$ cat src/rtl/fetch_stage.sv
// Instruction-fetch front end: PC register, ROM address drive, and a small
// circular buffer of {instr, pc+4} entries handed to decode over valid/ready.
module fetch_stage #(
    parameter int          DEPTH    = 2,
    parameter logic [31:0] RESET_PC = 32'h0000_0000,
    parameter int          CNT_W    = 16
) (
    input  logic             clk,
    input  logic             rst,
    output logic [31:0]      imem_addr,
    input  logic [31:0]      imem_data,
    input  logic             redirect,
    input  logic [31:0]      redirect_pc,
    output logic             if_valid,
    input  logic             if_ready,
    output logic [31:0]      if_instr,
    output logic [31:0]      if_pc_plus4,
    output logic [CNT_W-1:0] fetch_count
);
    localparam int PW = $clog2(DEPTH);
    localparam logic [PW:0] FULL = (PW + 1)'(DEPTH);

    logic [31:0]   pc;
    logic [31:0]   pc_next4;
    logic [63:0]   mem [DEPTH];
    logic [PW-1:0] rd_ptr;
    logic [PW-1:0] wr_ptr;
    logic [PW:0]   count;
    logic          pop;
    logic          push;
    logic          unused_low_bits;

    // Handshake: a transfer happens on any rising edge where if_valid and
    // if_ready are both 1; while if_valid=1 and if_ready=0 the head is held
    // unchanged, and if_ready is ignored when if_valid=0 or redirect=1.
    assign pc_next4  = pc + 32'd4;
    assign imem_addr = pc;
    assign if_valid  = (count != '0);
    assign pop       = if_valid & if_ready;
    assign push      = ~redirect & ((count < FULL) | pop);

    assign if_instr    = if_valid ? mem[rd_ptr][63:32] : 32'h0;
    assign if_pc_plus4 = if_valid ? mem[rd_ptr][31:0]  : 32'h0;

    assign unused_low_bits = ^redirect_pc[1:0];

    always_ff @(posedge clk or posedge rst) begin
        if (rst) begin
            pc          <= {RESET_PC[31:2], 2'b00};
            rd_ptr      <= '0;
            wr_ptr      <= '0;
            count       <= '0;
            fetch_count <= '0;
        end else if (redirect) begin
            // Flush wins over any same-cycle pop or push.
            pc     <= {redirect_pc[31:2], 2'b00};
            rd_ptr <= '0;
            wr_ptr <= '0;
            count  <= '0;
        end else begin
            if (pop) begin
                rd_ptr <= rd_ptr + 1'b1;
            end
            if (push) begin
                wr_ptr <= wr_ptr + 1'b1;
                pc     <= pc_next4;
                if (fetch_count != '1) begin
                    fetch_count <= fetch_count + 1'b1;
                end
            end
            case ({push, pop})
                2'b10:   count <= count + 1'b1;
                2'b01:   count <= count - 1'b1;
                default: count <= count;
            endcase
        end
    end

    // Entry storage needs no reset; count gates every read of it.
    always_ff @(posedge clk) begin
        if (push) begin
            mem[wr_ptr] <= {imem_data, pc_next4};
        end
    end
endmodule

$ cat config.mk
export PLATFORM = sky130hd
export DESIGN_NAME = fetch_stage
export DESIGN_NICKNAME = d
export VERILOG_FILES = /design/src/rtl/fetch_stage.sv
export SDC_FILE = /design/constraint.sdc
export NUM_CORES = 1
export LEC_CHECK = 0
export ABC_AREA = 0
export CAP_MARGIN = 20
export CORE_UTILIZATION = 35
export CTS_CLUSTER_SIZE = 12
export DETAILED_ROUTE_END_ITERATION = 7
export PLACE_DENSITY = 0.67
export SLEW_MARGIN = 40
export SYNTH_ARGS = -nofsm -noshare
export SYNTH_HDL_FRONTEND = slang
export SYNTH_SLANG_ARGS = --single-unit
$ cat constraint.sdc
create_clock -name clk -period 6.5 [get_ports clk]
set_clock_uncertainty 0.1 [all_clocks]
set_input_delay 1.3 -clock clk [delete_from_list [all_inputs] [get_ports clk]]
set_output_delay 1.3 -clock clk [all_outputs]
set_load 0.05 [all_outputs]
# --- Word-level counts from Yosys, hierarchy flattened ---
# Memory sizes are Yosys's and may differ from the RTL's.
# Cells that the tools add are included.
totals:
  out_inout_bits: 113
  memories: 1
  ramBits: 128
  reg_bits: 52
  inputBits: 68
  wordCells: 37
memory_table:
  columns: ["memory", "depth", "width", "read_ports", "rd_clocked_by_memory_dff", "write_ports", "line", "source"]
  rows:
  - ["mem", 2, 64, 1, 0, 1, "25", "logic [63:0] mem [DEPTH];"]
classes:
  addsub: 6
  bitwise: 4
  magnitude_cmp: 1
  muxes: 12
  eq_ne: 3
  n_reduce_logical: 5
ops:
  columns: ["cell", "count"]
  rows:
  - ["$mux W32", 4]
  - ["$add A32 B3 Y32 const B", 1]
  - ["$add A16 B1 Y16 const B", 1]
  - ["$ne A16 B16 Y1 const B", 1]
  - ["$mux W1", 6]
  - ["$reduce_bool A2 Y1", 3]
  - ["$pmux W2 S2", 1]
  - ["$reduce_and A3 Y1", 1]
  - ["$reduce_bool A3 Y1", 1]
  - ["$add A1 B1 Y1 const B", 2]
  - ["$add A2 B1 Y2 const B", 1]
  - ["$and A1 B1 Y1", 2]
  - ["$eq A2 B1 Y1 const B", 1]
  - ["$eq A2 B2 Y1 const B", 1]
  - ["$lt A2 B2 Y1 const B", 1]
  - ["$mux W2", 1]
  - ["$sub A2 B1 Y2 const B", 1]
  - ["$not A1 Y1", 1]
  - ["$or A1 B1 Y1", 1]

# --- Logic depth before layout (Yosys ltp) ---
# Gate-level depths: netlist of the first run.
depth:
  depth_word: 7
  ltp_mapped: 7
  mapped_depth_nobuf: 5

# --- Worst setup path before layout of the first run ---
# Ideal clock, no wire load.
synth_path:
  path_type: "input-to-reg"
  start: "input redirect"
  end: "memory mem[0][10] (enable)"
  slack_ps: -118
  arrival_ps: 5959
  t_required_ps: 5841
  setup_time_ps: 559
  path_stages: 3
  path_buffers: 2
  cell_sequence: "clkbuf_1 > buf_1 > nor3_1"
synth_via:
  elab_chain_cells: 4
synth_lines:
  columns: ["item", "line", "source"]
  rows:
  - ["from (decl)", "12", "input logic redirect,"]
  - ["$not A1 Y1 (no line)", null, null]
  - ["$and A1 B1 Y1", "40", "assign push = ~redirect & ((count < FULL) | pop);"]
  - ["$mux W1", "81", "if (push) begin"]
  - ["$mux W1 (not written as such)", "82", "mem[wr_ptr] <= {imem_data, pc_next4};"]
  - ["to (decl)", "25", null]
# No other way between the ends.

# --- Worst setup path in the final report of the first run ---
layout_path:
  start: "register rd_ptr"
  end: "output if_instr[13]"
layout_via:
  elab_chain_cells: 2
layout_lines:
  columns: ["item", "line", "source"]
  rows:
  - ["from (decl)", "26", "logic [PW-1:0] rd_ptr;"]
  - ["from (signal assigned)", "62", "rd_ptr <= rd_ptr + 1'b1;"]
  - ["$mem_v2 Z2 W64", null, null]
  - ["$mux W32", "42", "assign if_instr = if_valid ? mem[rd_ptr][63:32] : 32'h0;"]
  - ["to (decl)", "16", "output logic [31:0] if_instr,"]
# No other way between the ends.

==> results of run 1 <==
-- cell type report --
cell class,instances,share of cell area [%]
well taps,280,3.334
multi-input cells,412,25.64
repair buffers,184,17.40
inverters,7,0.2501
clock inverters,14,1.917
flip-flops and latches,174,47.38
clock buffers,18,4.084
-- sequential cells by signal, indices dropped and copies added (netlist names) --
name         cells
rd_ptr           1
imem_addr       30
wr_ptr           1
mem            124
count            2
fetch_count     16
-- synthesized netlist by cell type, types with 2 or more instances --
library cell | count | area share [%]
edfxtp_1 | 124 | 48
nor2_1 | 94 | 4.5
mux2i_1 | 63 | 8.0
nand2b_1 | 3 | 0.24
buf_2 | 3 | 0.19
o211ai_1 | 7 | 0.67
nand4_1 | 11 | 0.88
dfrtp_1 | 50 | 16
a21oi_1 | 2 | 0.13
buf_1 | 4 | 0.19
buf_4 | 4 | 0.38
or3_1 | 2 | 0.16
mux2_2 | 4 | 0.57
xor2_1 | 24 | 2.7
and3_1 | 14 | 1.1
o21ai_0 | 13 | 0.83
inv_1 | 6 | 0.29
and4_1 | 6 | 0.67
a31oi_1 | 14 | 1.1
or4_1 | 16 | 1.5
clkbuf_1 | 28 | 1.3
nand3_1 | 26 | 1.7
nor3_1 | 12 | 0.77
nand2_1 | 34 | 1.6
nor4_1 | 8 | 0.64
xnor2_1 | 29 | 3.2
nor2b_1 | 2 | 0.16
o31ai_1 | 13 | 1.2
ha_1 | 2 | 0.32
-- cells by family after synthesis --
family | after synthesis | share of synthesized area (%)
AOI/OAI and AO/OA | 53 | 4.455
xor gates and xnor gates | 53 | 5.924
adders and majority gates | 2 | 0.3193
buffers and inverters | 47 | 2.586
DFF | 174 | 63.48
muxes | 67 | 8.622
other | 1 | 0.04785
and+or+nand+nor | 233 | 14.56
-- worst max-delay path: stages (launching register included) --
cell and delay (ns):
dfrtp_4 0.88, buf_4 0.54, mux2i_1 0.15, nor2_1 0.12
clkdlybuf4s50_1 0.82
-- stage by stage --
stage / power (W) / hold WS [ns] / area, µm²
floorplan: 0.001952 / 0.4046 / 7853
finish: 0.003313 / 0.3893 / 10510
CTS: 0.003346 / 0.3934 / 10500
detailed placement: 0.002258 / 0.3825 / 9873
global route: 0.003449 / 0.4347 / 10510
global placement: 0.002245 / 0.3737 / 9854
-- power breakdown --
part / internal, W / total, W / switching, W
registers: 0.00131 / 0.00141 / 0.000101
logic: 0.000293 / 0.000822 / 0.000529
clock network: 0.000652 / 0.00108 / 0.000433
total: 0.00225 / 0.00331 / 0.00106
-- final timing paths --
check	start	end	slack, ns	depth (start not counted)
min	fetch_count[11]	fetch_count[11]	0.39	1
max	rd_ptr	if_instr[13]	2.14	4
min reg2reg	fetch_count[11]	fetch_count[11]	0.39	1
min in group asynchronous	rst	fetch_count[0]	1.28	3
max in group asynchronous	rst	rd_ptr	4.48	3
max reg2reg	imem_addr[6]	imem_addr[21]	3.98	4
-- metal layers --
metal,GRT usage [%],up-vias,wire length [µm]
met3,5.749,12,1477
met2,27.12,166,9050
met5,0,-,13
met1,20.92,2702,8072
met4,3.960,2,129
li1,-,2633,-
==> key figures, run 1 <==
Run status
  – Outcome: complete, no violations

Finish
  – Final Non-Filler Cells: 1089
  – Multi-input combinational cell area: 2694 µm²
  – Final net count: 866
  – # fillers: 1956
  – Commonest non-fill, non-tap cell in the layout: clkdlybuf4s50_1
  – Diode count: 0
  – Core Util, Final: 48.00%
  – Leading cell types in the layout, fill and taps excluded: clkdlybuf4s50_1, edfxtp_1, nor2_1, mux2i_1, dfrtp_1
  – Layout cells sized above 1: 6.428%
  – Layout area overhead: 34.09%
  – FF/Latch Area: 4979 µm²

Yosys
  – Post-Syn Area: 7836 µm²
  – Async SR Flop Fraction: 28.74%
  – Yosys warnings: 0
  – #FFs+latches synth: 174
  – Synth Instances: 630
  – Seq/Total Area, Yosys: 63.48%
  – Distinct cells, synth: 41
  – Top FF cell, synth: edfxtp_1
  – Mean Syn Cell Area: 12.44 µm²
  – Post-synth EDFFs: 124

Min path
  – Hold crit path type: flip-flop to flip-flop

STA
  – Min Tclk post-route: 4.358 ns
  – Final number of max-transition violations: 0
  – RSZ-0062 raised after global routing: no
  – Setup_tns: 0 ns
  – Fmax: 229.5 MHz
  – Max-slew headroom: 52.83%
  – Fin crit share: 67.05%
  – Final setup viols: 0
  – Worst Max-Slew Pin Slew: 0.7076 ns
  – Final Hold Viols: 0
  – Final WS setup: 2.142 ns

Placed design
  – Buffers on Ports: 174
  – Detailed Place HPWL: 12.61 mm
  – Placer's final routability congestion estimate: 0.7775
  – Placed Cells incl. Taps: 1057
  – Pre-CTS WS: 2.360 ns

Clock tree
  – Sinks on Clock Net: 174
  – CTS Hold Bufs: 0
  – Htree depth: 4
  – Post-CTS resize count: 0
  – Postcts setup bufs: 0
  – CTS root buf: clkbuf_16
  – Clk_lat worst skew: 0.42 ns
  – CTS Buf Count: 17
  – Clk buf depth: 2
  – CTS clock-pin slew for the worst setup and hold paths: 0.07 ns
  – CTS tree: yes

Global routing
  – First-pass GRT wire length: 28.79 mm
  – GRT overflow: 0
  – Vias in the first global route: 5244
  – Antenna violations before repair: 1
  – Largest net degree at the start of global routing: 63
  – GRT Total Usage: 16.55%

Drt
  – 1st-pass router iterations: 5
  – Initial DRC Count: 315
  – Routed wire per std cell: 17.21 µm
  – Detail Route Antenna Nets: 0
  – DR vias: 5515
  – Vias/cell: 5.064
  – Routed WL: 18.75 mm
  – DR DRC count: 0

Run
  – Max Cap Viol: 0

Floorplanning
  – Die height: 151.6 µm
  – IO Pins: 181
  – Core ar.: 21890 µm²
  – Chip width: 151.6 µm
  – Initial core utilization: 35.80%
  – Die area: 22990 µm²
  – Row count: 54

Power and ir drop
  – P per Cell Area: 315.3 nW/µm²
  – Static leakage: 3.713 nW
  – IR drop worst, VDD: 0.2083 mV

Setup path
  – Crit start category: flip-flop
  – CP Max Fanout: 37
  – Crit Path Class: flip-flop to output pin
  – Worst Path Required: 5.10 ns
  – Data arrival, critical path: 2.96 ns
  – Critical Path End Type: output pin
No activity file was read; power rests on OpenSTA's default activity.
==> run 2: changes to the inputs <==
--- a/config.mk
+++ b/config.mk
@@ -10,7 +10,7 @@
 export CORE_UTILIZATION = 35
 export CTS_CLUSTER_SIZE = 12
 export DETAILED_ROUTE_END_ITERATION = 7
-export PLACE_DENSITY = 0.67
+export PLACE_DENSITY = 0.7
 export SLEW_MARGIN = 40
 export SYNTH_ARGS = -nofsm -noshare
 export SYNTH_HDL_FRONTEND = slang
==> constraint.sdc (replaced) <==
create_clock -name clk -period 3.8 [get_ports clk]
set_clock_uncertainty 0.1 [all_clocks]
set_input_delay 0.76 -clock clk [delete_from_list [all_inputs] [get_ports clk]]
set_output_delay 0.76 -clock clk [all_outputs]
set_load 0.05 [all_outputs]
==> key figures, run 2 (synthesis gave the netlist of run 1 again) <==
Run status
  – Outcome: complete, no violations (unchanged)

Clock tree
  – Clk_lat worst skew: 0.42 ns (about the same)
  – Sinks on Clock Net: 174 (unchanged)
  – CTS Buf Count: 17 (unchanged)
  – Post-CTS resize count: 0 (unchanged)
  – CTS tree: yes (unchanged)
  – CTS clock-pin slew for the worst setup and hold paths: 0.07 ns (about the same)
  – CTS root buf: clkbuf_16 (unchanged)
  – CTS Hold Bufs: 0 (unchanged)
  – Postcts setup bufs: 0 (unchanged)
  – Htree depth: 4 (unchanged)
  – Clk buf depth: 2 (unchanged)

Finish
  – FF/Latch Area: 4979 µm² (unchanged)
  – Final net count: 868 (was 866)
  – Max reg flops: 124 (unchanged)
  – Core Util, Final: 48.11% (was 48.00%)
  – Commonest non-fill, non-tap cell in the layout: clkdlybuf4s50_1 (unchanged)
  – Multi-input combinational cell area: 2690 µm² (was 2694 µm²)
  – Leading cell types in the layout, fill and taps excluded: clkdlybuf4s50_1, edfxtp_1, nor2_1, mux2i_1, dfrtp_1 (unchanged)
  – # fillers: 1958 (was 1956)
  – Layout area overhead: 34.39% (was 34.09%)
  – Layout cells sized above 1: 6.658% (was 6.428%)
  – Largest register by flop count: mem (unchanged)

Global routing
  – GRT Total Usage: 16.44% (was 16.55%)
  – GRT overflow: 0 (unchanged)
  – Largest net degree at the start of global routing: 63 (unchanged)
  – Antenna violations before repair: 1 (unchanged)
  – Vias in the first global route: 5277 (was 5244)
  – First-pass GRT wire length: 28.52 mm (was 28.79 mm)

Power and ir drop
  – IR drop worst, VDD: 0.3593 mV (was 0.2083 mV)
  – Sequential share of power: 42.8% (was 42.4%)
  – Switching pwr: 0.001850 W (was 0.001063 W)
  – Internal power: 0.003737 W (was 0.002250 W)
  – Clock network power share: 31.7% (was 32.7%)
  – Static leakage: 3.721 nW (was 3.713 nW)
  – P per Cell Area: 530.5 nW/µm² (was 315.3 nW/µm²)
  – Combinational share of power: 25.5% (was 24.8%)
  – Net Sw Frac: 33.11% (was 32.08%)

STA
  – Final WS setup: 0.4032 ns (was 2.142 ns)
  – Setup_tns: 0 ns (unchanged)
  – Fin crit share: 89.39%
  – WHS: 0.4023 ns (was 0.3893 ns)
  – Fmax: 294.4 MHz
  – Final number of max-transition violations: 0 (unchanged)
  – Max-slew headroom: 51.59% (was 52.83%)
  – Final setup viols: 0 (unchanged)
  – RSZ-0062 raised after global routing: no (unchanged)
  – Final Hold Viols: 0 (unchanged)
  – Min Tclk post-route: 3.397 ns
  – Worst Max-Slew Pin Slew: 0.7195 ns (was 0.7076 ns)

Setup path
  – Critical-path top delay cell: clkdlybuf4s50_1 (was dfrtp_4)
  – Critical path buffers and inverters: 2 (unchanged)
  – Critical path origin: rd_ptr (unchanged)
  – Worst Path Required: 2.94 ns (was 5.10 ns)
  – CP peak stage delay: 0.82 ns (was 0.88 ns)
  – Data arrival, critical path: 2.54 ns (was 2.96 ns)
  – Worst r2r src: imem_addr[3] (was imem_addr[6])
  – Crit-path cells: buf_4 -> mux2i_1 -> nor2_1 -> clkdlybuf4s50_1 (unchanged)
  – Crit Path Class: flip-flop to output pin (unchanged)
  – Crit path max-delay family: buffers and inverters (unchanged)
  – CP Max Fanout: 22 (was 37)
  – Crit start category: flip-flop (unchanged)
  – Critical Path End Type: output pin (unchanged)

Drt
  – Detail Route Antenna Nets: 0 (unchanged)
  – DR vias: 5426 (was 5515)
  – Routed wire per std cell: 17.09 µm (was 17.21 µm)
  – Vias/cell: 4.969 (was 5.064)
  – DR DRC count: 0 (unchanged)
  – Initial DRC Count: 268 (was 315)
  – Routed WL: 18.67 mm (was 18.75 mm)
  – 1st-pass router iterations: 4 (was 5)

Floorplanning
  – Die height: 151.6 µm (unchanged)
  – Row count: 54 (unchanged)
  – Initial core utilization: 35.80% (unchanged)
  – Die area: 22990 µm² (unchanged)
  – Chip width: 151.6 µm (unchanged)
  – IO Pins: 181 (unchanged)
  – Core ar.: 21890 µm² (unchanged)

Min path
  – Hold crit path type: flip-flop to flip-flop (unchanged)
  – Hold Startpoint: fetch_count[11] (unchanged)

Placed design
  – Placer's final routability congestion estimate: 0.7559 (was 0.7775)
  – Detailed Place HPWL: 12.59 mm (was 12.61 mm)
  – Buffers on Ports: 174 (unchanged)
  – Pre-CTS WS: 0.8260 ns (was 2.360 ns)

Run
  – Max Cap Viol: 0 (unchanged)
-- run 2: changes by cell type in the layout (fill, tap and decap cells not counted), moves of 2 or more --
cell       delta
clkinv_4      +3
buf_12        +4
inv_8         +4
inv_6         -4
bufinv_16     -2
-- run 2: layout make-up --
type                       count  share of cell area, %
sequential                   174                  47.27
multi-input combinational    412                  25.54
timing repair buffer         186                  17.87
clock buffer                  18                  4.075
tap                          280                  3.327
clock inverter                14                  1.640
inverter                       7                 0.2495
antenna                        1                0.02376
-- run 2: stage by stage --
step           instance area [µm²]  std cells  power, W
2_1_floorplan                 7859        633  0.003338
3_3_place_gp                  9927       1059  0.003848
3_5_place_dp                  9927       1059  0.003868
4_1_cts                      10530       1091  0.005653
5_1_grt                      10530       1091  0.005811
6_report                     10530       1092  0.005587
-- run 2: path summary, 6_finish.rpt --
check	endpoint	slack (ns)	depth (start not counted)
hold reg to reg	fetch_count[11]	0.40	1
max in group asynchronous	imem_addr[20]	2.32	3
setup reg to reg	mem[0][28]	1.41	5
setup / recovery	if_pc_plus4[29]	0.40	4
hold / removal	fetch_count[11]	0.40	1
min in group asynchronous	fetch_count[7]	0.63	2
-- run 2: layer usage --
layer  wire length (µm)  global-route usage, %  vias to the layer above  share of wire (%)
li1                   -                      -                     2640                  -
met1               8030                  20.40                     2639                 43
met2               8958                  26.64                      131                 48
met3               1456                  5.898                       14                7.8
met4                208                  5.198                        2                1.1
met5                 12                      0                        -              0.064
-- run 2: power by group through the flow --
stage / Clock, W / Combinational, W / Sequential, W
2_1_floorplan: 0 / 0.000727 / 0.00261
4_1_cts: 0.00182 / 0.00144 / 0.00239
6_report: 0.00177 / 0.00142 / 0.00239
3_5_place_dp: 0 / 0.00144 / 0.00243
5_1_grt: 0.00189 / 0.00151 / 0.00242
3_3_place_gp: 0 / 0.00142 / 0.00243
==> run 3: changes to the inputs <==
--- a/config.mk
+++ b/config.mk
@@ -5,12 +5,11 @@
 export SDC_FILE = /design/constraint.sdc
 export NUM_CORES = 1
 export LEC_CHECK = 0
-export ABC_AREA = 0
 export CAP_MARGIN = 20
 export CORE_UTILIZATION = 35
 export CTS_CLUSTER_SIZE = 12
 export DETAILED_ROUTE_END_ITERATION = 7
-export PLACE_DENSITY = 0.7
+export PLACE_DENSITY = 0.67
 export SLEW_MARGIN = 40
 export SYNTH_ARGS = -nofsm -noshare
 export SYNTH_HDL_FRONTEND = slang
==> constraint.sdc (replaced) <==
create_clock -name clk -period 4 [get_ports clk]
set_clock_uncertainty 0.1 [all_clocks]
set_input_delay 0.8 -clock clk [delete_from_list [all_inputs] [get_ports clk]]
set_output_delay 0.8 -clock clk [all_outputs]
set_load 0.05 [all_outputs]
==> key figures, run 3 (synthesis gave the netlist of run 1 again) <==
Floorplanning
  – Die area: 22990 µm² (unchanged)
  – IO Pins: 181 (unchanged)
  – Initial core utilization: 35.80% (unchanged)
  – Core ar.: 21890 µm² (unchanged)
  – Chip width: 151.6 µm (unchanged)
  – Row count: 54 (unchanged)
  – Die height: 151.6 µm (unchanged)

Run
  – Max Cap Viol: 0 (unchanged)

Drt
  – Vias/cell: 5.058 (was 4.969)
  – Routed WL: 18.88 mm (was 18.67 mm)
  – DR vias: 5523 (was 5426)
  – Initial DRC Count: 284 (was 268)
  – Routed wire per std cell: 17.29 µm (was 17.09 µm)
  – 1st-pass router iterations: 5 (was 4)
  – Detail Route Antenna Nets: 0 (unchanged)
  – DR DRC count: 0 (unchanged)

STA
  – Min Tclk post-route: 3.470 ns
  – RSZ-0062 raised after global routing: no (unchanged)
  – WHS: 0.4055 ns (was 0.4023 ns)
  – Final number of max-transition violations: 0 (unchanged)
  – Final setup viols: 0 (unchanged)
  – Fin crit share: 86.75%
  – Final Hold Viols: 0 (unchanged)
  – Max-slew headroom: 54.22% (was 51.59%)
  – Setup_tns: 0 ns (unchanged)
  – Fmax: 288.2 MHz
  – Worst Max-Slew Pin Slew: 0.6804 ns (was 0.7195 ns)

Setup path
  – Critical path buffers and inverters: 2 (unchanged)
  – CP peak stage delay: 0.82 ns (about the same)
  – CP Max Fanout: 30 (was 22)
  – Crit. path cell count: 4 (unchanged)
  – Crit Path Class: flip-flop to output pin (unchanged)
  – Critical Path End Type: output pin (unchanged)
  – Worst reg-to-reg path cell count: 4 (was 5)
  – Crit-path cells: buf_12 -> mux2i_1 -> nor2_1 -> clkdlybuf4s50_1 (was buf_4 -> mux2i_1 -> nor2_1 -> clkdlybuf4s50_1)
  – Crit path max-delay family: buffers and inverters (unchanged)
  – Data arrival, critical path: 2.57 ns (was 2.54 ns)
  – Worst Path Required: 3.10 ns (was 2.94 ns)
  – Crit start category: flip-flop (unchanged)
  – Critical-path top delay cell: clkdlybuf4s50_1 (unchanged)

Clock tree
  – CTS Buf Count: 17 (unchanged)
  – Post-CTS resize count: 0 (unchanged)
  – CTS Hold Bufs: 0 (unchanged)
  – CTS tree: yes (unchanged)
  – Clk buf depth: 2 (unchanged)
  – CTS clock-pin slew for the worst setup and hold paths: 0.07 ns (about the same)
  – CTS root buf: clkbuf_16 (unchanged)
  – Clk_lat worst skew: 0.42 ns (about the same)
  – Postcts setup bufs: 0 (unchanged)
  – Sinks on Clock Net: 174 (unchanged)
  – Htree depth: 4 (unchanged)

Global routing
  – Antenna violations before repair: 0 (was 1)
  – GRT overflow: 0 (unchanged)
  – Largest net degree at the start of global routing: 63 (unchanged)
  – First-pass GRT wire length: 28.76 mm (was 28.52 mm)
  – Vias in the first global route: 5259 (was 5277)
  – GRT Total Usage: 16.67% (was 16.44%)

Finish
  – # fillers: 1981 (was 1958)
  – Diode count: 0 (was 1)
  – Commonest non-fill, non-tap cell in the layout: clkdlybuf4s50_1 (unchanged)
  – Leading cell types in the layout, fill and taps excluded: clkdlybuf4s50_1, edfxtp_1, nor2_1, mux2i_1, dfrtp_1 (unchanged)
  – Layout area overhead: 34.47% (was 34.39%)
  – Max reg flops: 124 (unchanged)
  – Largest register by flop count: mem (unchanged)
  – Final net count: 869 (was 868)
  – Layout cells sized above 1: 6.650% (was 6.658%)

Placed design
  – Placer's final routability congestion estimate: 0.7898 (was 0.7559)
  – Buffers on Ports: 174 (unchanged)
  – Detailed Place HPWL: 12.85 mm (was 12.59 mm)

Min path
  – Worst hold path depth: 1 (unchanged)
  – Hold crit path type: flip-flop to flip-flop (unchanged)

Power and ir drop
  – P per Cell Area: 502.8 nW/µm² (was 530.5 nW/µm²)
  – Static leakage: 3.721 nW (about the same)
  – IR drop worst, VDD: 0.3554 mV (was 0.3593 mV)

Run status
  – Outcome: complete, no violations (unchanged)
==> run 3: cell count changes in the layout (fill, tap and decap cells not counted) <==
cell,delta
inv_6,-2
buf_12,+1
clkbuf_1,+1
clkinvlp_4,+1
diode_2,-1
inv_4,+1
inv_8,-1
==> run 3: worst reg2reg max path: stages (launching register included) <==
cell,delay (ns)
dfrtp_1,0.55
nand4_2,0.22
or4_4,0.71
or4_1,0.50
a31oi_1,0.17
==> run 3: per-stage QoR <==
stage | worst slack, ns | power [W] | area [µm²] | std cells | util (%)
after floorplan | 0.6769 | 0.003171 | 7859 | 633 | -
after global placement | 0.7819 | 0.003663 | 9947 | 1060 | 45.44
after detailed placement | 0.7513 | 0.003682 | 9947 | 1060 | 45.44
after CTS | 0.5143 | 0.005354 | 10540 | 1092 | 48.14
after global routing | 0.4052 | 0.005517 | 10540 | 1092 | 48.14
final | 0.5301 | 0.005298 | 10540 | 1092 | 48.14
==> run 3: routing by layer <==
metal | GRT usage (%) | part of all wire [%] | up-vias
met5 | 0 | 0 | -
li1 | - | - | 2644
met2 | 26.62 | 48 | 160
met4 | 5.941 | 1.2 | 0
met1 | 21.41 | 43 | 2698
met3 | 5.000 | 7.8 | 21
==> run 3: path summary, 6_finish.rpt <==
kind	start	endpoint	slack, ns
worst max-delay path	rd_ptr	if_instr[13]	0.53
worst min-delay path	fetch_count[7]	fetch_count[7]	0.41
worst max register to register	imem_addr[9]	imem_addr[28]	1.67
worst min register to register	fetch_count[7]	fetch_count[7]	0.41
max in group asynchronous	rst	fetch_count[7]	2.51
min in group asynchronous	rst	fetch_count[0]	0.65
==> run 3: power by group <==
group,internal [W],switching [W],total (W)
registers,0.00212,0.000155,0.00228
logic,0.000487,0.000872,0.00136
clock network,0.000938,0.000726,0.00166
==> run 3: area by class of cell <==
type	instances	area, µm²	area share [%]
flip-flops and latches	174	4979	47.25
multi-input cells	412	2690	25.53
repair buffers	187	1902	18.05
clock buffers	19	432.9	4.108
well taps	280	350.3	3.325
clock inverters	13	157.7	1.496
inverters	7	26.28	0.2493
